<file path="config.mk">
export PLATFORM = sky130hd
export DESIGN_NAME = build_write_data
export DESIGN_NICKNAME = d
export VERILOG_FILES = /design/src/rtl/build_write_data_pkg.sv /design/src/rtl/build_write_data.sv
export SDC_FILE = /design/constraint.sdc
export NUM_CORES = 1
export LEC_CHECK = 0
export ABC_AREA = 0
export BUFFER_PORTS_ARGS = -buffer_cell sky130_fd_sc_hd__buf_2
export CAP_MARGIN = 20
export CORE_UTILIZATION = 26
export DETAILED_ROUTE_END_ITERATION = 10
export GPL_TIMING_DRIVEN = 0
export PLACE_DENSITY = 0.5
export SYNTH_ARGS = -nofsm -noshare
export SYNTH_HDL_FRONTEND = slang
export SYNTH_SLANG_ARGS = --single-unit
</file>
<file path="constraint.sdc">
create_clock -name clk_in -period 13.6 [get_ports clk_in]
set_input_delay 1.36 -clock clk_in [delete_from_list [all_inputs] [get_ports clk_in]]
set_output_delay 1.36 -clock clk_in [all_outputs]
set_load 0.1 [all_outputs]
</file>
<file path="src/rtl/build_write_data_pkg.sv">
// Shared widths for the pixel-to-word packer feeding the DDR write path.
package build_write_data_pkg;

    localparam int PIXEL_W      = 16;
    localparam int WORD_W       = 128;
    localparam int PIX_PER_WORD = WORD_W / PIXEL_W;
    localparam int CNT_W        = $clog2(PIX_PER_WORD);

    typedef logic [PIXEL_W-1:0] pixel_t;
    typedef logic [WORD_W-1:0]  word_t;
    typedef logic [CNT_W-1:0]   count_t;

endpackage

</file>
<file path="src/rtl/build_write_data.sv">
// Packs eight 16-bit pixels into one 128-bit word, first pixel in the low bits,
// and flags words that begin a frame on tuser_out.
module build_write_data
    import build_write_data_pkg::*;
(
    input  logic               clk_in,
    input  logic               rst_in,
    input  logic               valid_in,
    output logic               ready_in,
    input  logic [PIXEL_W-1:0] data_in,
    input  logic               newframe_in,
    output logic               valid_out,
    input  logic               ready_out,
    output logic [WORD_W-1:0]  data_out,
    output logic               tuser_out
);

    localparam count_t LAST_SLOT = count_t'(PIX_PER_WORD - 1);

    logic [PIX_PER_WORD-2:0][PIXEL_W-1:0] slot_q, slot_d;
    count_t count_q, count_d;
    logic   acc_tuser_q, acc_tuser_d;
    word_t  data_out_q, data_out_d;
    logic   tuser_out_q, tuser_out_d;
    logic   valid_out_q, valid_out_d;
    logic   in_fire;
    logic   out_fire;

    assign ready_in  = !valid_out_q || ready_out;
    assign valid_out = valid_out_q;
    assign data_out  = data_out_q;
    assign tuser_out = tuser_out_q;

    assign in_fire  = valid_in && ready_in;
    assign out_fire = valid_out_q && ready_out;

    // A frame start wins over completing a word: the stale partial is simply
    // abandoned by restarting the count, so its slots never reach the output.
    always_comb begin
        slot_d      = slot_q;
        count_d     = count_q;
        acc_tuser_d = acc_tuser_q;
        data_out_d  = data_out_q;
        tuser_out_d = tuser_out_q;
        valid_out_d = valid_out_q;

        if (out_fire) begin
            valid_out_d = 1'b0;
        end

        if (in_fire) begin
            if (newframe_in) begin
                slot_d[0]   = data_in;
                count_d     = count_t'(1);
                acc_tuser_d = 1'b1;
            end else if (count_q == LAST_SLOT) begin
                data_out_d  = {data_in, slot_q};
                tuser_out_d = acc_tuser_q;
                valid_out_d = 1'b1;
                count_d     = '0;
                acc_tuser_d = 1'b0;
            end else begin
                slot_d[count_q] = data_in;
                count_d         = count_q + count_t'(1);
            end
        end
    end

    always_ff @(posedge clk_in or posedge rst_in) begin
        if (rst_in) begin
            slot_q      <= '0;
            count_q     <= '0;
            acc_tuser_q <= 1'b0;
        end else begin
            slot_q      <= slot_d;
            count_q     <= count_d;
            acc_tuser_q <= acc_tuser_d;
        end
    end

    always_ff @(posedge clk_in or posedge rst_in) begin
        if (rst_in) begin
            data_out_q  <= '0;
            tuser_out_q <= 1'b0;
            valid_out_q <= 1'b0;
        end else begin
            data_out_q  <= data_out_d;
            tuser_out_q <= tuser_out_d;
            valid_out_q <= valid_out_d;
        end
    end

endmodule

</file>
**Word level (Yosys, flattened, before mapping)**

Index checks and enable logic that the tools add are counted.

- Bits in registers: 246
- Word-level logic and storage cells: 42

- Add/sub/neg operators: 1
- Order comparisons: 2
- Equality and inequality tests: 2
- Muxes and demuxes: 13
- Bitwise gates (word level): 2
- Reductions and logical operators: 10

Operators with widths:

| kind | count |
|---|---|
| $bwmux W112 | 1 |
| $demux W16 S3 | 1 |
| $mux W16 | 3 |
| $mux W1 | 6 |
| $mux W3 | 2 |
| $reduce_and A3 Y1 | 2 |
| $lt A3 B4 Y1 const B | 1 |
| $reduce_and A2 Y1 | 2 |
| $add A3 B1 Y3 const B | 1 |
| $eq A3 B3 Y1 const B | 1 |
| $ge A3 B1 Y1 const B | 1 |
| $logic_and A1 B1 Y1 | 3 |
| $ne A2 B2 Y1 const B | 1 |
| $not A1 Y1 | 2 |
| $reduce_bool A2 Y1 | 1 |
| $logic_not A1 Y1 | 1 |
| $logic_or A1 B1 Y1 | 1 |

**Depth between registers and ports, before layout**

Gate-level depths: netlist of the first run.

- Word-level depth: 7
- Gate-level depth with buffers: 8

**Least setup slack after synthesis of the first run**

Ideal clock, no wire load.

- Path type: input-to-output
- Start: input ready_out
- End: output ready_in
- Arrival: 1.900 ns
- Path slack: 10.340 ns
- Stages: 2
- Cell sequence: nand2b_1 -> buf_4

- Longest elaborated chain between the ends: 1

Ends and longest elaborated chain:

| item | RTL line | text |
|---|---|---|
| start, declared | build_write_data.sv:13 | `input logic ready_out,` |
| $logic_or A1 B1 Y1 | build_write_data.sv:29 | `assign ready_in = !valid_out_q \|\| ready_out;` |
| end, declared | build_write_data.sv:9 | `output logic ready_in,` |

Every way passes these cells.

**Worst setup path in the final report of the first run**

Same ends and word-level chain as after synthesis.

==> metrics.md, run 1 <==
| Metric | Value |
|---|---|
| Status | `finished clean` |
| Antenna Violating Nets Remaining | `0` |
| CP cell instances | `buf_2, nand2b_1, buf_4, buf_2` |
| Asr flop ratio synth | `100.0%` |
| Most frequent cells in the layout | `246 x dfrtp_1, 243 x mux2_2, 156 x buf_2` |
| Die height | `192.3 um` |
| Largest delay contributor family on the critical path | `buffers and inverters` |
| Placer Congestion | `0.6742` |
| Clock transition at path regs | `0.06 ns` |
| Synth top area share | `65.41%` |
| Worst R2R Setup Slack | `11.21 ns` |
| Pwr dens | `264.7 nW/um^2` |
| Min-Delay Path Class | `reg -> reg` |
| Die Wd | `192.3 um` |
| Final period utilization | `27.67%` |
| Seq. cell area | `6156 sq um` |
| Max Cap Viol | `0` |
| Drt drc | `0` |
| Post-Syn Area | `9412 sq um` |
| Area leader, netlist | `dfrtp_1` |
| Clock Path Buffers | `3` |
| Slowest-stage cell, CP | `buf_2` |
| Multi-input logic area | `2988 sq um` |
| Routed WL per cell | `18.79 um` |
| I/O pins | `152` |
| Buf/Inv on CP | `3` |
| Crit start category | `primary input` |
| Warnings from Yosys | `0` |
| Vias | `5153` |
| Cell variety after synth | `27` |
| WL final | `22730 um` |
| Syn_area_per_cell | `17.24 sq um` |
| I/O Buffers | `149` |
| RSZ-0062 raised after global routing | `false` |
| Seq/Total Area, Yosys | `65.41%` |
| Global-route wire length before repair | `34070 um` |
| Initial antenna violation count | `0` |
| CTS tree | `yes` |
| Hold Fails Final Rpt | `0` |
| Sink Count | `246` |
| DR pass1 iterations | `4` |
| Largest net degree at the start of global routing | `123` |
| Commonest non-fill, non-tap cell in the layout | `dfrtp_1` |
| Max Slew Vio Count | `0` |
| Fin nets | `751` |
| Synthesized instance count | `546` |
| Overall Power | `3.123 mW` |
| P_leak | `6.063 nW` |
| CP endpoint kind | `primary output` |
| Post-CTS sizing | `0` |
| Vias in the first global route | `5320` |
| Minimum clock period | `3.764 ns` |
| CP most frequent cell | `buf_2` |
| Worst-path fanout max | `10` |
| Core area | `35570 sq um` |
| Initial core utilization | `26.46%` |
| Post-synth EDFFs | `0` |
| Diodes inserted | `0` |
| Register bit total from synthesis | `246` |
| Fmax | `0.2657 GHz` |
| Share of layout cells above drive strength 1 | `63.55%` |
| Slew HR | `55.65%` |
| Clock latency on the worst-skew pair | `0.55 ns` |
| Worst EP arrival | `2.40 ns` |
| Predominant post-synthesis flop cell | `dfrtp_1` |
| Final setup fails | `0` |
| Detailed Route Iter0 Violations | `120` |
| H-tree depth | `1` |
| Crit-path max cell delay | `0.45 ns` |
| Setup TNS | `0 ns` |
| Postcts setup bufs | `0` |
| Clk root buf | `clkbuf_16` |
| Syn nets | `569` |
| Total CTS buffers | `29` |
| Setup Skew | `0.01246 ns` |
| Synth-to-layout area growth | `25.39%` |
| Die ar. | `36960 sq um` |
| VDD IR max | `205.8 uV` |
| Via-to-Cell Ratio | `4.259` |
| Fillers | `3510` |
| Rows | `69` |
| Critical path type | `in -> out` |
| Crit path required time | `12.24 ns` |
| Slew @ Worst Pin | `0.6653 ns` |
| GRT overflow | `0` |
| Dpl hpwl | `14980 um` |
| GRT Overall Usage | `12.51%` |
| Hold Buf Count CTS | `0` |
| Synth area leaders | `dfrtp_1 65%, mux2_2 29%, buf_6 2.0%, nor4b_4 0.51%, buf_2 0.37%` |
[sequential cells by signal, summed over array words and instances (netlist names)]
name,flops
data_out,128
acc_tuser_q,1
slot_q,112
count_q,3
valid_out,1
tuser_out,1
[where the power goes]
part | internal [mW] | switching [mW]
Combinational | 0.272 | 0.950
Sequential | 0.975 | 0.116
Clock | 0.512 | 0.299
Total | 1.76 | 1.37
[logic make-up (layout without fill, tap and decap cells)]
logic type,after synthesis,count (layout),share of synthesized area (%)
AOI/OAI and AO/OA,4,4,0.3589
adders and majority gates,2,2,0.2658
buffers and inverters,29,232,2.845
DFF,246,246,65.41
muxes,243,243,29.07
and+or+nand+nor,22,22,2.047
[cell type report]
type / count / area share, %
Clock buffer: 41 / 6.955
Tap cell: 461 / 4.888
Sequential cell: 246 / 52.16
Buffer: 28 / 2.237
Multi-Input combinational cell: 271 / 25.32
Timing Repair Buffer: 151 / 6.785
Clock inverter: 11 / 1.559
Inverter: 1 / 0.09542
[path summary, 6_finish.rpt]
kind	start	to	depth (start not counted)
hold reg to reg	acc_tuser_q$_DFFE_PP0P_	acc_tuser_q$_DFFE_PP0P_	1
hold / removal	acc_tuser_q$_DFFE_PP0P_	acc_tuser_q$_DFFE_PP0P_	1
min in group asynchronous	rst_in	data_out[86]$_DFFE_PP0P_	2
max in group asynchronous	rst_in	data_out[16]$_DFFE_PP0P_	3
setup reg to reg	count_q[1]$_DFFE_PP0P_	slot_q[17]$_DFFE_PP0P_	8
setup / recovery	ready_out	ready_in	4
[worst register-to-register path, cell delays in order, from the launching register on]
cell and delay, ns:
dfrtp_1 0.48, ha_1 0.24, ha_1 0.17, buf_2 0.19, nor3_1 0.13, and4bb_2 0.22
buf_2 0.26, buf_6 0.22, mux2_2 0.36
[Yosys cell counts, types with 2 or more instances]
library cell  instances
nor4b_4               2
buf_2                 7
nor2b_1               2
dfrtp_1             246
nor2_1                2
ha_1                  2
mux2_2              243
buf_4                 3
nand3_2               2
nand2_1               3
buf_6                17
and3b_1               2
[routing by layer]
layer,up-vias,GRT usage (%),part of all wire (%)
met4,0,3.725,1.9
met1,2674,16.83,46
met2,121,19.94,46
met3,35,2.910,5.4
met5,-,0,0
li1,2323,-,-
[through the flow]
step	cell area, sq um	cells	hold WS (ns)	util (%)	worst slack (ns)
2_1_floorplan	9412	546	0.4619	-	5.482
3_3_place_gp	10730	1156	0.4816	30.18	2.195
3_5_place_dp	10800	1158	0.4860	30.35	9.841
4_1_cts	11800	1210	0.5000	33.18	9.840
5_1_grt	11800	1210	0.5088	33.18	9.766
6_report	11800	1210	0.4950	33.18	9.836
No activity file was read; power rests on OpenSTA's default activity.
==> run 2: changes to the inputs <==
==> constraint.sdc (replaced) <==
create_clock -name clk_in -period 3.6 [get_ports clk_in]
set_input_delay 0.36 -clock clk_in [delete_from_list [all_inputs] [get_ports clk_in]]
set_output_delay 0.36 -clock clk_in [all_outputs]
set_load 0.1 [all_outputs]
==> run 2 against run 1 <==
Effect of this change: combinational power rose to 3.8 times the previous value; sequential power rose to 3.8 times the previous value; core utilization about the same; die area unchanged; wire length up 1.1%; critical path depth up 3; final area up 0.11%; total power rose to 3.7 times the previous value; critical path type is now reg -> reg; critical endpoint is now slot_q[2]$_DFFE_PP0P_.
==> metrics.md, run 2 (synthesis results as in run 1) <==
| Metric | Value |
|---|---|
| Final period utilization | `67.58%` |
| Detailed Route Iter0 Violations | `148` |
| Critical path type | `reg -> reg` |
| Setup TNS | `0 ns` |
| Worst EP arrival | `2.86 ns` |
| Critical path startpoint | `count_q[1]$_DFFE_PP0P_` |
| Status | `finished clean` |
| Rows | `69` |
| Clock latency on the worst-skew pair | `0.54 ns` |
| Fin nets | `757` |
| VDD IR max | `773.3 uV` |
| Placer Congestion | `0.7031` |
| Post-CTS sizing | `0` |
| Layout Utilization | `33.21%` |
| Largest net degree at the start of global routing | `39` |
| Vias | `5230` |
| Clk root buf | `clkbuf_16` |
| Clock transition at path regs | `0.06 ns` |
| Worst slack, placed | `1.129 ns` |
| Sink Count | `246` |
| Worst-path fanout max | `10` |
| Die ar. | `36960 sq um` |
| GRT overflow | `0` |
| Slew HR | `59.36%` |
| Worst R2R Setup Slack | `1.17 ns` |
| Final setup fails | `0` |
| Vias in the first global route | `5390` |
| Crit start category | `register` |
| CTS tree | `yes` |
| Diodes inserted | `0` |
| M2 GR Usage | `19.95%` |
| Clock Path Buffers | `3` |
| Setup Skew | `0.007234 ns` |
| Drt drc | `0` |
| H-tree depth | `1` |
| Die Wd | `192.3 um` |
| Minimum clock period | `2.433 ns` |
| Slew @ Worst Pin | `0.6078 ns` |
| Commonest non-fill, non-tap cell in the layout | `dfrtp_1` |
| Routed WL per cell | `18.99 um` |
| WHS Endpoint | `acc_tuser_q$_DFFE_PP0P_` |
| WHS Path Cells | `2` |
| Worst r2r dst | `slot_q[2]$_DFFE_PP0P_` |
| GRT Overall Usage | `12.71%` |
| DR pass1 iterations | `4` |
| Post-route cell area | `11810 sq um` |
| Total CTS buffers | `29` |
| Initial core utilization | `26.46%` |
| Global-route wire length before repair | `34610 um` |
| I/O Buffers | `149` |
| Antenna Violating Nets Remaining | `0` |
| Worst hold slack | `0.1531 ns` |
| Grt met1 use | `17.29%` |
| Setup ws final | `1.167 ns` |
| Gr busiest metal | `met2` |
| P_leak | `6.059 nW` |
| Hold Fails Final Rpt | `0` |
| I/O pins | `152` |
| Placed Cells | `1163` |
| Met3 Use GR | `3.419%` |
| Fmax | `0.4111 GHz` |
| Largest register FFs | `128` |
| Pwr dens | `988.0 nW/um^2` |
| Worst hold start | `newframe_in` |
| Cells on worst reg2reg path | `7` |
| Overall Power | `11.67 mW` |
| Max Cap Viol | `0` |
| Max Slew Vio Count | `0` |
| Via-to-Cell Ratio | `4.322` |
| WL final | `22970 um` |
| Dpl hpwl | `15680 um` |
| Postcts setup bufs | `0` |
| Core area | `35570 sq um` |
| RSZ-0062 raised after global routing | `false` |
| CP endpoint kind | `register` |
| Non-Filler Instances | `1210` |
| Initial antenna violation count | `0` |
| Most frequent cells in the layout | `246 x dfrtp_1, 243 x mux2_2, 156 x buf_2` |
| Share of layout cells above drive strength 1 | `63.28%` |
| Reg-to-Reg Start | `count_q[1]$_DFFE_PP0P_` |
| Crit path required time | `4.03 ns` |
| Die height | `192.3 um` |
| Synth-to-layout area growth | `25.52%` |
| Min-Delay Path Class | `in -> reg` |
| Area after DPL | `10880 sq um` |
-- run 2: cell count changes in the layout (fill, tap and decap cells not counted) --
cell,change
clkinv_2,-1
inv_8,-1
buf_12,+7
clkinvlp_4,+1
clkbuf_1,+1
clkbuf_8,-5
dlygate4sd3_1,+1
buf_16,-2
inv_6,-1
-- run 2: how the worst max path moves through the flow --
stage	end
after floorplan	acc_tuser_q$_DFFE_PP0P_
after global placement	data_out[13]$_DFFE_PP0P_
after detailed placement	slot_q[3]$_DFFE_PP0P_
after CTS	slot_q[2]$_DFFE_PP0P_
after global routing	slot_q[2]$_DFFE_PP0P_
final	slot_q[2]$_DFFE_PP0P_
-- run 2: cell type report --
| type | instances | area (sq um) |
|---|---|---|
| Clock inverter | 9 | 170.2 |
| Timing Repair Buffer | 157 | 895.9 |
| Sequential cell | 246 | 6156 |
| Inverter | 1 | 7.507 |
| Clock buffer | 37 | 755.7 |
| Tap cell | 461 | 576.8 |
| Multi-Input combinational cell | 271 | 2988 |
| Fill cell | 3527 | 23760 |
| Buffer | 28 | 264.0 |
-- run 2: timing repair --
item | 4_1_cts | 5_1_grt
hold buffers | 1 | 0
endpoints found under the hold margin | 18 | 0
endpoints found under the setup margin | 0 | 0
-- run 2: power by group --
part / internal [mW] / switching, mW
clock: 1.81 / 1.10
combinational: 1.04 / 3.60
sequential: 3.68 / 0.434
total: 6.53 / 5.14
-- run 2: worst max-delay path, stage by stage (launching register included) --
cell and delay (ns):
dfrtp_1 0.51, ha_1 0.22, ha_1 0.13, buf_2 0.23, nor4_1 0.09, o211ai_2 0.51
buf_6 0.27, mux2_2 0.35
-- run 2: layer usage --
metal / part of all wire (%) / up-vias
li1: - / 2325
met1: 47 / 2747
met2: 46 / 118
met3: 5.4 / 40
met4: 2.1 / 0
met5: 0 / -
==> run 3: changes to the inputs <==
==> constraint.sdc (replaced) <==
create_clock -name clk_in -period 2.3 [get_ports clk_in]
set_input_delay 0.23 -clock clk_in [delete_from_list [all_inputs] [get_ports clk_in]]
set_output_delay 0.23 -clock clk_in [all_outputs]
set_load 0.1 [all_outputs]
==> run 3 against run 2 <==
Effect of this change: sequential cell count stayed put; wire length is 1.1% higher; count of clock-buffer cells in the layout unchanged; sequential power up 56%; final cell count grew 0.83%; clock skew grew 0.0035 ns; setup slack lost 1.1 ns; final area grew 1.2%; hold slack worse by 0.056 ns; critical endpoint is now slot_q[80]$_DFFE_PP0P_.
==> metrics.md, run 3 (synthesis results as in run 1) <==
| Metric | Value |
|---|---|
| Largest net degree at the start of global routing | `39` |
| Switching Share | `44.01%` |
| Vias | `5261` |
| Die ar. | `36960 sq um` |
| Non-Filler Instances | `1220` |
| Global-route wire length before repair | `34700 um` |
| Combinational share of power | `39.9%` |
| Post-route cell area | `11960 sq um` |
| Max Slew Vio Count | `0` |
| Area after DPL | `10880 sq um` |
| Clk root buf | `clkbuf_16` |
| RSZ-0062 raised after global routing | `false` |
| Crit-path max cell delay | `0.43 ns` |
| Hold Fails Final Rpt | `0` |
| GRT Overall Usage | `12.74%` |
| WL final | `23230 um` |
| Initial antenna violation count | `0` |
| Antenna Violating Nets Remaining | `0` |
| Worst hold slack | `0.09748 ns` |
| Setup Skew | `0.01073 ns` |
| Final setup fails | `0` |
| Core area | `35570 sq um` |
| Slew HR | `63.03%` |
| CTS tree | `yes` |
| Crit start category | `register` |
| Pint | `10.26 mW` |
| Multi-input logic area | `3007 sq um` |
| Status | `finished clean` |
| I/O pins | `152` |
| CP most frequent cell | `buf_6` |
| CP cell instances | `ha_2, ha_1, buf_6, nor4b_4, and3b_1, buf_6, buf_12, mux2_2` |
| Metal2 WL | `10650 um` |
| Seq pwr share | `35.1%` |
| P_leak | `6.105 nW` |
| CP endpoint kind | `register` |
| Fillers | `3520` |
| Wl on met1 | `10750 um` |
| Largest register FFs | `128` |
| Dpl hpwl | `15680 um` |
| Most frequent cells in the layout | `244 x dfrtp_1, 243 x mux2_2, 153 x buf_2` |
| Pwr dens | `1532 nW/um^2` |
| Via-to-Cell Ratio | `4.312` |
| Drt drc | `0` |
| Fin nets | `767` |
| Synth-to-layout area growth | `27.08%` |
| Initial core utilization | `26.46%` |
| I/O Buffers | `149` |
| H-tree depth | `1` |
| GRT overflow | `0` |
| Overall Power | `18.33 mW` |
| Worst-path fanout max | `8` |
| Clock latency on the worst-skew pair | `0.55 ns` |
| Sink Count | `246` |
| Min-Delay Path Class | `in -> reg` |
| Max Cap Viol | `0` |
| Clock network fraction of total power | `25.0%` |
| Worst EP arrival | `2.65 ns` |
| Detailed Route Iter0 Violations | `160` |
| Clock transition at path regs | `0.06 ns` |
| Switch Pwr | `8.065 mW` |
| Total CTS buffers | `29` |
| DR pass1 iterations | `4` |
| Die Wd | `192.3 um` |
| Placed Cells | `1163` |
| Clock Path Buffers | `3` |
| Die height | `192.3 um` |
| VDD IR max | `1210 uV` |
| Critical path type | `reg -> reg` |
| Rows | `69` |
| Final period utilization | `96.37%` |
| Commonest non-fill, non-tap cell in the layout | `dfrtp_1` |
| Crit path required time | `2.73 ns` |
| Diodes inserted | `0` |
| DR top layer | `met4` |
| Routed WL per cell | `19.04 um` |
| Placer Congestion | `0.7031` |
| Slowest-stage cell, CP | `dfrtp_2` |
| Fmax | `0.4512 GHz` |
| Vias in the first global route | `5409` |
| Routed length on met3 | `1344 um` |
| Share of layout cells above drive strength 1 | `63.90%` |
| Slew @ Worst Pin | `0.5533 ns` |
| Minimum clock period | `2.217 ns` |
| Seq. cell area | `6158 sq um` |
## run 3: cell count changes in the layout (fill, tap and decap cells not counted), moves of 2 or more
cell / before / now
dlygate4sd3_1: 1 / 3
buf_2: 156 / 153
buf_4: 3 / 10
dfrtp_1: 246 / 244
dfrtp_2: 0 / 2
buf_6: 17 / 19
## run 3: worst max-delay path: cells and delay by family (launching register included)
kind / cells / cell delay (ns)
multiplexers: 1 / 0.34
flip-flops: 1 / 0.43
adder cells (fa/ha/maj): 2 / 0.37
AND/OR/NAND/NOR: 2 / 0.50
buffers and inverters: 3 / 0.45
## run 3: path summary, 6_finish.rpt
kind | from | to | slack [ns] | cells past startpoint
max | count_q[0]$_DFFE_PP0P_ | slot_q[80]$_DFFE_PP0P_ | 0.08 | 8
min | data_in[15] | slot_q[15]$_DFFE_PP0P_ | 0.1 | 2
max reg2reg | count_q[0]$_DFFE_PP0P_ | slot_q[80]$_DFFE_PP0P_ | 0.08 | 8
min reg2reg | slot_q[64]$_DFFE_PP0P_ | data_out[64]$_DFFE_PP0P_ | 0.50 | 1
max in group asynchronous | rst_in | data_out[47]$_DFFE_PP0P_ | 0.92 | 6
min in group asynchronous | rst_in | data_out[88]$_DFFE_PP0P_ | 0.27 | 3
## run 3: final cells by class
cell class	count	area share [%]
Sequential cell	246	51.49
Multi-Input combinational cell	271	25.14
Timing Repair Buffer	168	8.369
Clock buffer	37	6.319
Tap cell	461	4.823
Buffer	27	2.375
Clock inverter	9	1.423
Inverter	1	0.06277
## run 3: routing by layer
metal | global-route usage [%] | up-vias
met2 | 20.03 | 120
met3 | 3.419 | 39
met5 | 0 | -
met1 | 17.31 | 2757
met4 | 3.119 | 0
li1 | - | 2345
## run 3: power groups by stage
stage	logic [mW]	registers, mW	clock network (mW)
6_report	7.32	6.43	4.57
5_1_grt	7.61	6.65	4.93
4_1_cts	7.37	6.46	4.76
3_5_place_dp	7.33	6.54	0
3_3_place_gp	7.25	6.51	0
2_1_floorplan	1.56	11.0	0
## run 3: through the flow
step                      setup TNS [ns]  worst slack, ns  utilization, %
final                                  0          0.08350           33.63
after global routing                   0         0.002987           33.63
after global placement           -720.30           -2.939           30.19
after floorplan                  -285.85           -1.162               -
after detailed placement          -10.61          -0.1711           30.58
after CTS                              0         0.003199           33.37
## run 3: timing repair
item	4_1_cts	5_1_grt
setup buffers	2	6
hold buffers	3	0
cloned	0	1
endpoints found under the hold margin	20	0
pin swaps	1	1
setup endpoints to repair	159	50
gates resized for setup	6	10
